==> config.mk <==
export PLATFORM = sky130hd
export DESIGN_NAME = spi_tx_datapath
export DESIGN_NICKNAME = d
export VERILOG_FILES = /design/src/rtl/spi_tx_datapath.sv
export SDC_FILE = /design/constraint.sdc
export NUM_CORES = 1
export LEC_CHECK = 0
export BUFFER_PORTS_ARGS = -buffer_cell sky130_fd_sc_hd__buf_2
export CORE_MARGIN = 2
export CORE_UTILIZATION = 40
export CTS_CLUSTER_SIZE = 16
export DETAILED_ROUTE_END_ITERATION = 8
export HOLD_SLACK_MARGIN = 0.12
export PLACE_DENSITY = 0.65
export SYNTH_ARGS = -nofsm -noshare
export SYNTH_HDL_FRONTEND = slang
export SYNTH_SLANG_ARGS = --single-unit
==> constraint.sdc <==
create_clock -name clk_in -period 4.7 [get_ports clk_in]
set_input_delay 0.94 -clock clk_in [delete_from_list [all_inputs] [get_ports clk_in]]
set_output_delay 0.94 -clock clk_in [all_outputs]
set_load 0.02 [all_outputs]
==> src/rtl/spi_tx_datapath.sv <==
// spi_tx_datapath: transmit datapath of the SPI master.
// It contains a programmable bit-rate divider with a one-cycle shift tick, a
// registered active-low chip-select demux, and a PISO shift register that
// drives MOSI.
// Optional build macro SPI_TX_LSB_FIRST_EN: shift LSB first instead of MSB first.
module spi_tx_datapath #(
  parameter int SIZE     = 40,
  parameter int CS_SIZE  = 4,
  parameter int CLK_SIZE = 3
) (
  input  logic                                          clk_in,
  input  logic                                          reset_n_in,
  input  logic [CLK_SIZE-1:0]                           clk_count_max,
  output logic                                          div_clk_out,
  output logic                                          shift_tick_out,
  input  logic [((CS_SIZE > 1) ? $clog2(CS_SIZE) : 1)-1:0] cs_select_in,
  input  logic                                          cs_sig_in,
  output logic [CS_SIZE-1:0]                            cs_out_n,
  input  logic [SIZE-1:0]                               data_in,
  input  logic                                          load_in,
  input  logic                                          shift_en_in,
  output logic                                          serial_out,
  output logic                                          empty_out
);

  localparam int CNT_W = $clog2(SIZE + 1);

  logic [CLK_SIZE-1:0] div_cnt;
  logic                div_wrap;
  logic [CS_SIZE-1:0]  cs_next;
  logic [SIZE-1:0]     shift_reg;
  logic [CNT_W-1:0]    bit_cnt;

  // A >= compare lets a lowered terminal count take effect on the next edge.
  assign div_wrap       = (div_cnt >= clk_count_max);
  assign shift_tick_out = div_wrap && !div_clk_out;

  // Divider counter: wrap and toggle the divided clock at terminal count.
  always_ff @(posedge clk_in or negedge reset_n_in) begin
    if (!reset_n_in) begin
      div_cnt     <= '0;
      div_clk_out <= 1'b0;
    end else if (div_wrap) begin
      div_cnt     <= '0;
      div_clk_out <= ~div_clk_out;
    end else begin
      div_cnt     <= div_cnt + CLK_SIZE'(1);
    end
  end

  // Chip-select decode: only the addressed line follows cs_sig_in. An
  // out-of-range select matches no line, so every line stays high.
  always_comb begin
    cs_next = '1;
    for (int i = 0; i < CS_SIZE; i++) begin
      if (int'(cs_select_in) == i) cs_next[i] = cs_sig_in;
    end
  end

  // Chip-select register: one cycle of latency; reset deasserts all lines.
  always_ff @(posedge clk_in or negedge reset_n_in) begin
    if (!reset_n_in) cs_out_n <= '1;
    else             cs_out_n <= cs_next;
  end

  // PISO: acts only on tick edges. Load has priority over shift, and an empty
  // register holds instead of underflowing.
  always_ff @(posedge clk_in or negedge reset_n_in) begin
    if (!reset_n_in) begin
      shift_reg <= '0;
      bit_cnt   <= '0;
      empty_out <= 1'b1;
    end else if (shift_tick_out) begin
      if (load_in) begin
        shift_reg <= data_in;
        bit_cnt   <= CNT_W'(SIZE);
        empty_out <= 1'b0;
      end else if (shift_en_in && (bit_cnt != '0)) begin
`ifdef SPI_TX_LSB_FIRST_EN
        shift_reg <= {1'b0, shift_reg[SIZE-1:1]};
`else
        shift_reg <= {shift_reg[SIZE-2:0], 1'b0};
`endif
        bit_cnt   <= bit_cnt - CNT_W'(1);
        if (bit_cnt == CNT_W'(1)) empty_out <= 1'b1;
      end
    end
  end

`ifdef SPI_TX_LSB_FIRST_EN
  assign serial_out = shift_reg[0];
`else
  assign serial_out = shift_reg[SIZE-1];
`endif

endmodule

# Yosys cells after proc, flatten, opt, wreduce, memory -nomap -nowiden
# Index checks and enable logic that the tools add are counted.
# word_totals
regBits	55
inputBits	50
output_inout_bits	8
word_cells	35
# classes
add_sub_neg	2
n_lt_le_gt_ge	1
eq_ne	4
n_mux	12
bitwise	1
reduce_logical	9
# ops
operator	count
2-to-1 mux 40 bit	2
2-to-1 mux 6 bit	2
2-to-1 mux 1 bit	7
== test 6 x 1 -> 1 bit (second input constant)	1
nonzero test 6 bit	1
subtractor 6 x 1 -> 6 bit (second input constant)	1
== test 2 bit (second input constant)	2
nonzero test 2 bit	2
adder 3 x 1 -> 3 bit (second input constant)	1
>= comparator 3 bit	1
2-to-1 mux 3 bit	1
AND reduction 3 bit	1
== test 2 x 1 -> 1 bit (second input constant)	1
logical AND 1 bit	2
zero test 2 bit	1
AND reduction 2 bit	1
zero test 1 bit	1
inverter 1 bit	1

# Longest topological paths before layout
# logic_depth
ltp_word	4
mapped_depth	7
depth_no_buf	7

# Worst setup path after synthesis
# Ideal clock, no wire load.
# synth_timing
path_kind	input-to-output
start	input clk_count_max[2]
end	output shift_tick_out
arrival_time_ps	1918
t_required_ps	3760
setup_slack_ps	1842
path_stages	6
n_path_buf	0
path_cell_list	inv_1 > ha_1 > a21oi_1 > o21ai_4 > nand2_1 > inv_1
# synth_between
elab_chain_len	2
# synth_lines
element	line	rtl
start: declaration	13	input logic [CLK_SIZE-1:0] clk_count_max,
>= comparator 3 bit	35	assign div_wrap = (div_cnt >= clk_count_max);
logical AND 1 bit	36	assign shift_tick_out = div_wrap && !div_clk_out;
end: declaration	15	output logic shift_tick_out,
# Every way passes these cells.

# Worst setup path in the final report
# Same ends and word-level chain as after synthesis.

==> metrics.md <==
| Metric | Value |
|---|---|
| Status | finished clean |
| Synth Cell Area | 2799 um2 |
| Worst path cell trace | buf_2 -> inv_1 -> ha_1 -> a21oi_1 -> o21ai_4 -> nand2_1 -> inv_1 -> buf_2 |
| Routed WL | 4888 um |
| Final setup fails | 0 |
| Fin area | 3246 um2 |
| Crit path time final | 3.190 ns |
| Placed Area | 3157 um2 |
| Req. time, crit path | 3.76 ns |
| Hold-fix buffers, CTS | 0 |
| Share of synthesized registers carrying an async set or reset | 1.000 |
| Number of synthesized register bits | 55 |
| H-tree depth | 2 |
| Largest net degree at the start of global routing | 56 |
| Hold Crit Class | reg -> reg |
| Clock Skews | 0.01017 ns |
| Worst endpoint data arrival time | 2.25 ns |
| Max-slew violations | 0 |
| Filler instances | 636 |
| Io pins | 58 |
| Worst-path fanout max | 8 |
| Fin crit share | 0.6787 |
| Crit path capture type | output pin |
| Share of cells above drive strength 1 | 0.5279 |
| Total grt overflow | 0 |
| Worst-path clk slew | 0.09 ns |
| Sequential fraction of the synthesis area | 0.4940 |
| Fmax | 0.3135 GHz |
| CTS tree | built |
| CP Class | in -> out |
| Max cap viols | 0 |
| 1st-iter DRT viols | 96 |
| Hpwl dp | 3380 um |
| Pwr Total | 1.714 mW |
| Synth unique cells | 36 |
| Synth Area per Inst | 13.27 um2 |
| Initial Util | 0.4120 |
| Post-synth EDFFs | 0 |
| Syn-to-layout area delta | 15.96% |
| Antenna Violating Nets Remaining | 0 |
| Final Hold Vio Count | 0 |
| CTS root buf | clkbuf_8 |
| Dpl cells | 357 |
| All-Layer GR Usage | 0.1421 |
| Chip Width | 87.65 um |
| Cts repair resizes | 0 |
| DR vias/cell | 5.022 |
| Synth Net Count | 268 |
| Main synth FF type | dfrtp_1 |
| Floorplan row count | 30 |
| Max reg flops | 40 |
| Leak | 1.466 nW |
| Global-route wire length before repair | 8652 um |
| Critical Path Source Type | input port |
| Die area | 7683 um2 |
| Headroom to the max-slew limit | 0.5424 |
| Syn Inst Count | 211 |
| Via count | 1,833 |
| Worst path slowest cell | ha_1 |
| Worst path max stage delay | 0.30 ns |
| Worst slew pin tran | 0.6864 ns |
| Port Buffers | 57 |
| Pre-antenna DRT Iters | 4 |
| Avg WL per Cell | 13.39 um |
| RSZ-0062 raised after global routing | no |
| Final nets | 325 |
| Placer Congestion | 0.8337 |
| Post-CTS Setup Inserts | 0 |
| TritonCTS Sinks | 55 |
| Clock Tree Buf Depth | 2 |
| DRC | 0 |
| ANT cells | 0 |
| Pwr dens | 528.2 nW/um2 |
| Peak VDD IR | 0.2636 mV |
| Initial antenna violation count | 1 |
| CTS Buf Count | 5 |
| Core ar. | 6794 um2 |
| Setup TNS | 0 ns |
| Syn. warnings | 0 |
| Fin cells | 365 |
| Die Ht | 87.65 um |
| Vias in the first global route | 1,939 |
| Worst-skew pair later-pin latency | 0.31 ns |
## placed cells by master (no fill, tap or decap), types with 2 or more instances in the layout
master / instances
nor2_1: 9
nor3_1: 2
mux2_1: 13
o311ai_0: 2
a21oi_1: 5
o21ai_0: 3
a41oi_1: 2
dfstp_2: 5
nand3_1: 2
inv_1: 10
dfrtp_1: 50
nand2_1: 4
a32o_1: 2
buf_4: 3
nand3b_1: 2
xnor2_1: 2
clkbuf_8: 5
ha_1: 7
buf_2: 57
mux2_2: 65
## Yosys cell counts (all sizes together) (2+ instances only)
master,instances,share of area
a21oi,6,0.012
a32o,2,0.0072
a41oi,2,0.0063
buf,6,0.020
clkbuf,4,0.0054
dfrtp,50,0.45
dfstp,5,0.047
ha,7,0.031
inv,10,0.013
mux2,78,0.31
nand2,4,0.0054
nand3,2,0.0036
nand3b,2,0.0054
nor2,9,0.012
nor3,2,0.0036
o21ai,4,0.011
o311ai,2,0.0063
xnor2,2,0.0063
## routing by layer
layer	vias to the layer above	part of all wire	global-route usage
li1	879	-	-
met1	897	0.47	0.1796
met2	48	0.45	0.2348
met3	7	0.067	0.04713
met4	2	0.0090	0.03776
met5	-	0.0033	0
## area by class of cell
type                    instances  area [um2]  share of cell area
clock buffers                   6       72.57             0.02236
clock inverters                 2       16.27            0.005012
inverters                      10       37.54             0.01157
multi-input cells             136        1309              0.4032
flip-flops and latches         55        1383              0.4260
well taps                      96       120.1             0.03701
repair buffers                 60       307.8             0.09483
## critical path, delay by kind of cell
family | cells | cell delay [ns]
adders and majority gates | 1 | 0.30
and+or+nand+nor | 1 | 0.15
AOI/OAI and AO/OA | 2 | 0.47
buffers and inverters | 4 | 0.38
## final timing paths
path,from,depth (start not counted),end,slack [ns]
min in group asynchronous,reset_n_in,2,bit_cnt[2]$_DFFE_PN0P_,0.75
worst min register to register,div_cnt[0]$_DFF_PN0_,1,div_cnt[0]$_DFF_PN0_,0.47
worst max register to register,bit_cnt[1]$_DFFE_PN0P_,7,shift_reg[10]$_DFFE_PN0P_,2.08
worst min-delay path,div_cnt[0]$_DFF_PN0_,1,div_cnt[0]$_DFF_PN0_,0.47
worst max-delay path,clk_count_max[2],8,shift_tick_out,1.51
max in group asynchronous,reset_n_in,2,shift_reg[7]$_DFFE_PN0P_,3.49
## cells by family after synthesis
family | after synthesis | synth area share
AO/OA/AOI/OAI | 23 | 0.06751
adder cells (fa/ha/maj) | 7 | 0.03129
multiplexers | 78 | 0.3138
buffers and inverters | 20 | 0.03844
AND/OR/NAND/NOR | 26 | 0.04873
flip-flops | 55 | 0.4940
XOR/XNOR | 2 | 0.006260
## through the flow
| step | hold WS (ns) | utilization | worst slack [ns] |
|---|---|---|---|
| final | 0.4726 | 0.4777 | 1.510 |
| after global routing | 0.5059 | 0.4777 | 1.381 |
| after floorplan | 0.4322 | - | 1.842 |
| after global placement | 0.4553 | 0.4646 | 1.588 |
| after detailed placement | 0.4612 | 0.4646 | 1.519 |
| after CTS | 0.4739 | 0.4777 | 1.517 |
## power breakdown
group          internal (mW)  switching [mW]  leakage [nW]
combinational          0.364           0.280         0.770
clock                  0.107           0.156        0.0418
sequential             0.687           0.121         0.654
Power figures use the tool's default switching activity.
